**src/rtl/fetch_unit_if.sv**
```systemverilog
// Fetch-stage bus: control (init/redirect), cache request/response, FIFO enqueue.
// The fetch unit takes the master modport; the cache/FIFO side takes the slave modport.
interface fetch_unit_if #(
  parameter int ADDR_WIDTH  = 32,
  parameter int INSTR_WIDTH = 32
);
  logic                              init;
  logic [ADDR_WIDTH-1:0]             init_pc;
  logic                              redirect_valid;
  logic [ADDR_WIDTH-1:0]             redirect_pc;
  logic                              req_valid;
  logic                              req_ready;
  logic [ADDR_WIDTH-1:0]             req_addr;
  logic                              resp_valid;
  logic [INSTR_WIDTH-1:0]            resp_data;
  logic                              enq_valid;
  logic                              enq_ready;
  logic [ADDR_WIDTH+INSTR_WIDTH-1:0] enq_data;

  modport master (
    input  init, init_pc, redirect_valid, redirect_pc,
    input  req_ready, resp_valid, resp_data, enq_ready,
    output req_valid, req_addr, enq_valid, enq_data
  );

  modport slave (
    output init, init_pc, redirect_valid, redirect_pc,
    output req_ready, resp_valid, resp_data, enq_ready,
    input  req_valid, req_addr, enq_valid, enq_data
  );
endinterface

```
**src/rtl/fetch_unit.sv**
```systemverilog
// Sequential-PC fetch stage: one outstanding cache request at a time, pushes {pc, instr}
// into the instruction FIFO; redirects re-steer the PC and squash any in-flight fetch.
module fetch_unit #(
  parameter int                    ADDR_WIDTH  = 32,
  parameter int                    INSTR_WIDTH = 32,
  parameter logic [ADDR_WIDTH-1:0] RESET_PC    = '0
) (
  input logic          clk,
  input logic          rst_aL,
  fetch_unit_if.master bus
);
  localparam int ENTRY_WIDTH = ADDR_WIDTH + INSTR_WIDTH;

  typedef enum logic [2:0] {IDLE, REQ, WAIT, HOLD, DRAIN} state_t;

  state_t                 r_state;
  state_t                 w_stateNext;
  logic [ADDR_WIDTH-1:0]  r_pc;
  logic [ADDR_WIDTH-1:0]  w_pcNext;
  logic [INSTR_WIDTH-1:0] r_instr;
  logic [INSTR_WIDTH-1:0] w_instrNext;
  logic                   w_reqFire;
  logic                   w_enqValid;
  logic [ENTRY_WIDTH-1:0] w_enqData;
  logic                   w_unused;

  // Targets are word-aligned, so the low two address bits are simply dropped.
  assign w_unused = ^{bus.init_pc[1:0], bus.redirect_pc[1:0]};

  assign w_reqFire  = (r_state == REQ) && bus.req_ready;
  assign w_enqValid = (r_state == HOLD) && !bus.redirect_valid;
  assign w_enqData  = {r_pc, r_instr};

  assign bus.req_valid = (r_state == REQ);
  assign bus.req_addr  = r_pc;
  assign bus.enq_valid = w_enqValid;
  assign bus.enq_data  = w_enqData;

  always_comb begin
    w_stateNext = r_state;
    w_pcNext    = r_pc;
    w_instrNext = r_instr;
    if (bus.init) begin
      w_pcNext    = {bus.init_pc[ADDR_WIDTH-1:2], 2'b00};
      w_instrNext = '0;
      w_stateNext = REQ;
    end else if (bus.redirect_valid) begin
      // A request already accepted by the cache must have its response drained.
      w_pcNext = {bus.redirect_pc[ADDR_WIDTH-1:2], 2'b00};
      case (r_state)
        IDLE, HOLD: w_stateNext = REQ;
        REQ:        w_stateNext = w_reqFire ? DRAIN : REQ;
        WAIT:       w_stateNext = bus.resp_valid ? REQ : DRAIN;
        DRAIN:      w_stateNext = bus.resp_valid ? REQ : DRAIN;
        default:    w_stateNext = REQ;
      endcase
    end else begin
      case (r_state)
        IDLE: w_stateNext = REQ;
        REQ:  if (w_reqFire) w_stateNext = WAIT;
        WAIT: if (bus.resp_valid) begin
          w_instrNext = bus.resp_data;
          w_stateNext = HOLD;
        end
        HOLD: if (w_enqValid && bus.enq_ready) begin
          w_pcNext    = r_pc + ADDR_WIDTH'(4);
          w_stateNext = REQ;
        end
        DRAIN: if (bus.resp_valid) w_stateNext = REQ;
        default: w_stateNext = IDLE;
      endcase
    end
  end

  always_ff @(posedge clk or negedge rst_aL) begin
    if (!rst_aL) begin
      r_state <= IDLE;
      r_pc    <= RESET_PC;
      r_instr <= '0;
    end else begin
      r_state <= w_stateNext;
      r_pc    <= w_pcNext;
      r_instr <= w_instrNext;
    end
  end
endmodule

```
**src/flat_wrapper.sv**
```systemverilog
// flat-port wrapper written by rule: the top's interface ports become plain ports
module fetch_unit_flat 
#(
  parameter int                    ADDR_WIDTH  = 32,
  parameter int                    INSTR_WIDTH = 32,
  parameter logic [ADDR_WIDTH-1:0] RESET_PC    = '0
)
  (clk, rst_aL, bus_init, bus_init_pc, bus_redirect_valid, bus_redirect_pc, bus_req_ready, bus_resp_valid, bus_resp_data, bus_enq_ready, bus_req_valid, bus_req_addr, bus_enq_valid, bus_enq_data);
  fetch_unit_if #(.ADDR_WIDTH(ADDR_WIDTH), .INSTR_WIDTH(INSTR_WIDTH)) bus_i ();
  input logic clk;
  input logic rst_aL;
  input wire logic [$bits(bus_i.init)-1:0] bus_init;
  input wire logic [$bits(bus_i.init_pc)-1:0] bus_init_pc;
  input wire logic [$bits(bus_i.redirect_valid)-1:0] bus_redirect_valid;
  input wire logic [$bits(bus_i.redirect_pc)-1:0] bus_redirect_pc;
  input wire logic [$bits(bus_i.req_ready)-1:0] bus_req_ready;
  input wire logic [$bits(bus_i.resp_valid)-1:0] bus_resp_valid;
  input wire logic [$bits(bus_i.resp_data)-1:0] bus_resp_data;
  input wire logic [$bits(bus_i.enq_ready)-1:0] bus_enq_ready;
  output wire logic [$bits(bus_i.req_valid)-1:0] bus_req_valid;
  output wire logic [$bits(bus_i.req_addr)-1:0] bus_req_addr;
  output wire logic [$bits(bus_i.enq_valid)-1:0] bus_enq_valid;
  output wire logic [$bits(bus_i.enq_data)-1:0] bus_enq_data;
  assign bus_i.init = bus_init;
  assign bus_i.init_pc = bus_init_pc;
  assign bus_i.redirect_valid = bus_redirect_valid;
  assign bus_i.redirect_pc = bus_redirect_pc;
  assign bus_i.req_ready = bus_req_ready;
  assign bus_i.resp_valid = bus_resp_valid;
  assign bus_i.resp_data = bus_resp_data;
  assign bus_i.enq_ready = bus_enq_ready;
  assign bus_req_valid = bus_i.req_valid;
  assign bus_req_addr = bus_i.req_addr;
  assign bus_enq_valid = bus_i.enq_valid;
  assign bus_enq_data = bus_i.enq_data;
  fetch_unit #(.ADDR_WIDTH(ADDR_WIDTH), .INSTR_WIDTH(INSTR_WIDTH), .RESET_PC(RESET_PC)) u_core (.clk(clk), .rst_aL(rst_aL), .bus(bus_i));
endmodule
```
**config.mk**
```make
export PLATFORM = sky130hd
export DESIGN_NAME = fetch_unit_flat
export DESIGN_NICKNAME = d
export VERILOG_FILES = /design/src/rtl/fetch_unit_if.sv /design/src/rtl/fetch_unit.sv /design/src/flat_wrapper.sv
export SDC_FILE = /design/constraint.sdc
export NUM_CORES = 1
export LEC_CHECK = 0
export BUFFER_PORTS_ARGS = -buffer_cell sky130_fd_sc_hd__clkbuf_2
export CORE_MARGIN = 2
export CORE_UTILIZATION = 34
export DETAILED_ROUTE_END_ITERATION = 12
export GPL_TIMING_DRIVEN = 0
export PLACE_DENSITY = 0.61
export SETUP_SLACK_MARGIN = 0.3
export SLEW_MARGIN = 5
export SYNTH_ARGS = -nofsm -noshare
export SYNTH_HDL_FRONTEND = slang
export SYNTH_SLANG_ARGS = --single-unit
```
**constraint.sdc**
```tcl
create_clock -name clk -period 2.4 [get_ports clk]
set_input_delay 0.24 -clock clk [delete_from_list [all_inputs] [get_ports clk]]
set_output_delay 0.24 -clock clk [all_outputs]
set_load 0.005 [all_outputs]
```
==> results of run 1 <==
## sequential cells by signal, summed over array words and instances (netlist names)
signal / flops
u_core.r_instr: 32
u_core.bus.req_addr: 30
u_core.r_state: 3
## layout by cell type (no fill, tap or decap), types with 9 or more instances in the layout
cell type	n
a21oi_1	67
buf_4	40
nand2_1	91
clkbuf_1	24
nor2_1	18
nand4_1	9
dfrtp_1	61
a22oi_1	20
clkbuf_16	9
clkbuf_2	197
nand3_1	14
o21ai_0	24
## what timing repair did
action / CTS / global route
setup endpoints to repair: 16 / 51
hold endpoints to repair: 28 / 0
gates cloned: 0 / 0
pin swaps: 2 / 3
resized for setup: 9 / 23
hold buffers: 1 / 0
setup buffers: 1 / 5
## power breakdown
part | switching [uW] | internal (uW)
registers | 102 | 1160
logic | 285 | 310
clock network | 474 | 750
## cell type report
| type | instances | area [sq um] |
|---|---|---|
| plain buffers | 69 | 414 |
| fillers | 1116 | 5520 |
| clock buffers | 13 | 260 |
| multi-input cells | 329 | 1860 |
| inverters | 7 | 26.3 |
| well taps | 140 | 175 |
| repair buffers | 199 | 1030 |
| flip-flops and latches | 65 | 1630 |
| clock inverters | 3 | 15.0 |
## Yosys cell counts, types with 3 or more instances
| master | n | share of area |
|---|---|---|
| and3_1 | 6 | 0.0098 |
| or3_1 | 3 | 0.0049 |
| buf_2 | 4 | 0.0052 |
| nor3_1 | 5 | 0.0065 |
| a21oi_1 | 67 | 0.087 |
| a22oi_1 | 20 | 0.039 |
| buf_4 | 34 | 0.066 |
| nand4_1 | 9 | 0.015 |
| a22o_1 | 6 | 0.014 |
| and4_1 | 3 | 0.0068 |
| inv_1 | 7 | 0.0068 |
| clkbuf_1 | 28 | 0.027 |
| nand2_1 | 92 | 0.090 |
| nor4_1 | 4 | 0.0065 |
| dfrtp_1 | 65 | 0.42 |
| xor2_1 | 3 | 0.0068 |
| nand4b_1 | 3 | 0.0068 |
| nand3_1 | 15 | 0.020 |
| o21ai_0 | 24 | 0.031 |
| a2bb2oi_1 | 7 | 0.016 |
| nor2_1 | 19 | 0.019 |
| a31oi_1 | 7 | 0.011 |
## worst max-delay path: stages (launching register included)
cell and delay (ns):
dfrtp_1 0.52, nand3_4 0.15, or4_1 0.55, buf_2 0.19, nor4b_4 0.23, a31oi_1 0.11, o22a_1 0.21
## worst max path at each step
stage	from	end	depth (start not counted)
finish	u_core.bus.req_addr[6]$_DFFE_PN0P_	u_core.bus.req_addr[30]$_DFFE_PN0P_	6
floorplan	u_core.bus.req_addr[2]$_DFFE_PN0P_	u_core.bus.req_addr[30]$_DFFE_PN0P_	7
global route	u_core.bus.req_addr[6]$_DFFE_PN0P_	u_core.bus.req_addr[30]$_DFFE_PN0P_	6
global placement	u_core.bus.req_addr[4]$_DFFE_PN0P_	u_core.bus.req_addr[25]$_DFFE_PN0P_	6
CTS	u_core.r_state[2]$_DFFE_PN0P_	u_core.bus.req_addr[9]$_DFFE_PN0P_	8
detailed placement	u_core.bus.req_addr[4]$_DFFE_PN0P_	u_core.bus.req_addr[17]$_DFFE_PN0P_	6
## cell families (layout without fill, tap and decap cells)
group | after synthesis | after routing | share of synthesized area
and+or+nand+nor | 172 | 172 | 0.218
AOI/OAI and AO/OA | 148 | 148 | 0.235
buffers and inverters | 76 | 291 | 0.110
DFF | 65 | 65 | 0.424
xor gates and xnor gates | 4 | 4 | 0.00913
adders and majority gates | 1 | 1 | 0.00326
other | 1 | 4 | 0.000977
## metal layers
layer | up-vias | GRT usage | routed length (microns) | part of all wire
met2 | 214 | 0.372 | 6250 | 0.47
met3 | 24 | 0.0582 | 1140 | 0.086
met5 | - | 0 | 0 | 0
met1 | 2045 | 0.267 | 5480 | 0.41
li1 | 2063 | - | - | -
met4 | 0 | 0.0964 | 335 | 0.025
## metrics by stage
stage               instances  total power, uW  utilization  area, sq um  hold slack, ns
floorplan                 470             1540            -         3850         -0.0556
global placement          801             1830        0.455         4980           0.458
detailed placement        802             1850        0.458         5000           0.243
CTS                       820             3090        0.488         5340           0.106
global route              825             3250        0.495         5420           0.114
finish                    825             3080        0.495         5420           0.118
==> impl_metrics.csv, run 1 <==
group,metric,value,unit
outcome,status,"finished, final reports clean",
yosys,synth-edff-count,0,
global_routing,globalRoute.totalOverflow,0,
sta,setup_viol,0,
final_layout,num-nets-final,784,
placement,pre_cts_ws,0.136,ns
cts,cts.path.max_buffers,2,
worst_setup_path,crit_type,"reg -> reg",
die,die_h,110,microns
yosys,synth-async-reset-ratio,1.00,
worst_hold_path,hold_start,"bus_resp_data[3]",
global_routing,grt.total_usage,0.222,
yosys,synth.distinct_cells,49,
yosys,avgSynthCellArea,8.22,sq um
global_routing,grt_pass1_vias,4007,
die,die_x,110,microns
worst_setup_path,required,2.62,ns
sta,finalCritPeriodShare,0.868,
cts,cts_tree,"yes",
detailed_routing,wl_per_cell,16.0,microns
detailed_routing,dr.pass1.iters,4,
sta,maxSlewViolCount,0,
sta,tns,0,ns
die,start_util,0.351,
worst_setup_path,r2r_end,"u_core.bus.req_addr[30]$_DFFE_PN0P_",
final_layout,antenna-diode-count,0,
cts,htreeDepth,3,
detailed_routing,finalWirelength,13.2,mm
global_routing,grt_max_degree,38,
cts,cts.reportedPaths.clkPinSlew,0.06,ns
worst_setup_path,reg2reg_from,"u_core.bus.req_addr[6]$_DFFE_PN0P_",
die,top_level_ports,201,
die,fp-row-count,38,
power,power_density,568,mW/mm^2
detailed_routing,vias,4346,
placement,io_buffers,191,
die,coreArea,0.0109,sq mm
final_layout,drive_above_1_share,0.401,
sta,slew_headroom,0.563,
worst_hold_path,hold_class,"in -> reg",
sta,rsz0062_at_grt,"true",
global_routing,grt_antenna_before_repair,0,
cts,cts.sinks,65,
sta,final-hold-violation-count,0,
final_layout,syn2layout_area_growth,41.1,%
yosys,synth-main-ff-cell,"dfrtp_1",
global_routing,grt_pass1_wl,20.3,mm
yosys,syn_inst,467,
detailed_routing,drt_iter0_drc,138,
detailed_routing,drc,0,
yosys,synth_warnings,0,
sta,clock_skew,0.00502,ns
worst_setup_path,r2r_slack,0.32,ns
cts,clockRootBuffer,"clkbuf_16",
sta,layout_setup_ws,0.316,ns
sta,tightest_slew,0.656,ns
worst_setup_path,crit_path_end_kind,"flop",
sta,fin_crit,2.08,ns
worst_setup_path,cp.arrival,2.30,ns
power,leakage,0.00265,uW
sta,fmax,480,MHz
placement,dp_hpwl,9.91,mm
detailed_routing,postRouteAntennaNets,0,
worst_setup_path,cp-start-kind,"flop",
yosys,synth.yosys.seq_area_share,0.424,
yosys,synth_seq_cells,65,
cts,clk_latency,0.33,ns
cts,cts-buffers-inserted,9,
worst_setup_path,reg2reg_depth,6,
run,maxCapViolations,0,
worst_hold_path,hold_depth,3,
yosys,synth_area,0.00384,sq mm
detailed_routing,vias_per_cell,5.27,
power,ir_drop,0.000262,V
placement,gp_congestion,0.856,
die,fp.dieArea,0.0122,sq mm
worst_setup_path,crit_fanout,8,
worst_hold_path,holdPathEnd,"u_core.r_instr[3]$_DFFE_PN0P_",
Power figures use the tool's default switching activity.
==> inputs of run 2 (changes only) <==
--- a/config.mk
+++ b/config.mk
@@ -16,3 +16,4 @@
 export SYNTH_ARGS = -nofsm -noshare
 export SYNTH_HDL_FRONTEND = slang
 export SYNTH_SLANG_ARGS = --single-unit
+export TNS_END_PERCENT = 50
==> constraint.sdc (replaced) <==
create_clock -name clk -period 2.4 [get_ports clk]
set_input_delay 0.24 -clock clk [delete_from_list [all_inputs] [get_ports clk]]
set_output_delay 0.24 -clock clk [all_outputs]
set_load 0.02 [all_outputs]
==> run 2 against run 1 <==
Flip-flop and latch count did not move. Cell count is 0.61% lower. Sequential share of layout area is 0.23 points higher. Routed wire length shrank 1.3%. Cell area shrank 0.90%.
==> impl_metrics.csv, run 2 (synthesized netlist as in run 1, its figures left out) <==
group,metric,value,unit
cts,cts.path.max_buffers,2,
sta,tightest_slew,0.635,ns
detailed_routing,highest_layer,"met4",
worst_setup_path,crit_path_end_kind,"flop",
worst_setup_path,crit_cells,8,
detailed_routing,drt_iter0_drc,184,
cts,cts-buffers-inserted,9,
final_layout,syn2layout_area_growth,39.8,%
global_routing,grt_pass1_wl,20.0,mm
final_layout,mostFrequentLayoutCell,"clkbuf_2",
die,fp.dieArea,0.0122,sq mm
final_layout,num-nets-final,779,
final_layout,fin_area,0.00537,sq mm
cts,clockRootBuffer,"clkbuf_16",
final_layout,regArea,0.00163,sq mm
worst_hold_path,hold_class,"in -> reg",
outcome,status,"finished, final reports clean",
final_layout,fillers,1091,
sta,slew_headroom,0.576,
sta,fmax,472,MHz
placement,dpl_cell_area,0.00500,sq mm
sta,finalCritPeriodShare,0.882,
detailed_routing,dr.pass1.iters,5,
power,leakage,0.00263,uW
detailed_routing,postRouteAntennaNets,0,
cts,cts.reportedPaths.clkPinSlew,0.06,ns
worst_setup_path,cp_top_family,"buffers and inverters",
worst_hold_path,hold_depth,3,
detailed_routing,vias,4274,
worst_setup_path,cpMaxStageDelayCell,"clkbuf_1",
run,maxCapViolations,0,
die,fp-row-count,38,
placement,io_buffers,191,
placement,dp_hpwl,10.0,mm
global_routing,grt.total_usage,0.218,
final_layout,final_cell_mix,"clkbuf_2, nand2_1, a21oi_1, dfrtp_1, buf_4",
die,die_x,110,microns
worst_setup_path,path_cells,"clkbuf_1, and4b_1, buf_2, nor2_1, clkbuf_1, a21oi_1, nor2_1, a21oi_1",
die,coreArea,0.0109,sq mm
detailed_routing,drc,0,
final_layout,multi_input_area,0.00183,sq mm
global_routing,grt_pass1_vias,4095,
die,die_h,110,microns
final_layout,top_register,"u_core.r_instr",
worst_setup_path,required,2.61,ns
global_routing,globalRoute.totalOverflow,0,
global_routing,grt_antenna_before_repair,0,
cts,htreeDepth,3,
sta,tns,0,ns
final_layout,largest_reg_flops,32,
cts,clk_latency,0.33,ns
global_routing,grt_max_degree,41,
worst_setup_path,crit_fanout,10,
worst_setup_path,reg2reg_depth,8,
worst_setup_path,slowest_delay,0.51,ns
sta,final-hold-violation-count,0,
power,ir_drop,0.000274,V
final_layout,final_util,0.491,
die,start_util,0.351,
cts,cts_tree,"yes",
detailed_routing,finalWirelength,13.0,mm
worst_setup_path,r2r_slack,0.28,ns
sta,setup_viol,0,
worst_setup_path,cp_num_buf_inv,3,
worst_setup_path,cp.arrival,2.33,ns
detailed_routing,wl_met2,6.27,mm
detailed_routing,wl_met3,1.04,mm
die,top_level_ports,201,
cts,cts.sinks,65,
detailed_routing,vias_per_cell,5.21,
final_layout,drive_above_1_share,0.385,
worst_setup_path,cp-start-kind,"flop",
sta,rsz0062_at_grt,"true",
detailed_routing,wl_per_cell,15.9,microns
detailed_routing,met1_length,5.44,mm
placement,gp_congestion,0.860,
sta,maxSlewViolCount,0,
sta,fin_crit,2.12,ns
worst_setup_path,crit_type,"reg -> reg",
power,power,3300,uW
sta,clock_skew,0.00498,ns
final_layout,final_cells,820,
placement,dp_cells,802,
power,power_density,616,mW/mm^2
final_layout,antenna-diode-count,0,
[run 2: cell types whose count changed in the layout (fill, tap and decap cells not counted), moves of 2 or more]
| cell | delta |
|---|---|
| clkbuf_2 | -2 |
| dfrtp_1 | +2 |
| buf_4 | -4 |
| dfrtp_2 | -2 |
| clkbuf_1 | +2 |
[run 2: worst reg2reg max path, stage by stage, from the launching register on]
cell,delay [ns]
dfrtp_1,0.32
clkbuf_1,0.27
and4b_1,0.26
buf_2,0.20
nor2_1,0.16
clkbuf_1,0.51
a21oi_1,0.09
nor2_1,0.13
a21oi_1,0.05
[run 2: power breakdown]
part / internal [uW] / total (uW) / switching [uW]
clock: 858 / 1330 / 476
sequential: 1150 / 1250 / 98.0
combinational: 303 / 717 / 414
total: 2320 / 3300 / 988
[run 2: area by class of cell]
cell class              count  area share
multi-input cells         329       0.342
flip-flops and latches     65       0.304
repair buffers            194       0.186
plain buffers              69      0.0755
clock buffers              13      0.0485
well taps                 140      0.0326
clock inverters             3     0.00746
inverters                   7     0.00490
[run 2: final timing paths]
check	from	end
min in group asynchronous	rst_aL	u_core.bus.req_addr[27]$_DFFE_PN0P_
hold / removal	bus_init_pc[2]	u_core.bus.req_addr[2]$_DFFE_PN0P_
setup reg to reg	u_core.r_state[2]$_DFFE_PN0P_	u_core.bus.req_addr[5]$_DFFE_PN0P_
max in group asynchronous	rst_aL	u_core.r_instr[22]$_DFFE_PN0P_
setup / recovery	u_core.r_state[2]$_DFFE_PN0P_	u_core.bus.req_addr[5]$_DFFE_PN0P_
hold reg to reg	u_core.r_instr[29]$_DFFE_PN0P_	u_core.r_instr[29]$_DFFE_PN0P_
[run 2: stage by stage]
stage	hold WS, ns	setup WS, ns
2_1_floorplan	-0.0556	0.300
3_3_place_gp	0.458	0.142
3_5_place_dp	0.218	0.132
4_1_cts	0.110	0.267
5_1_grt	0.121	0.153
6_report	0.115	0.284
[run 2: timing repair]
item	4_1_cts	5_1_grt
buffers inserted	1	0
hold buffers	1	0
resized for setup	8	9
pin swaps	1	0
hold endpoints to repair	25	0
setup endpoints to repair	31	51
[run 2: metal layers]
layer | up-vias | GRT usage
met3 | 27 | 0.0570
met5 | - | 0
met1 | 2012 | 0.260
met4 | 0 | 0.0955
met2 | 187 | 0.368
li1 | 2048 | -
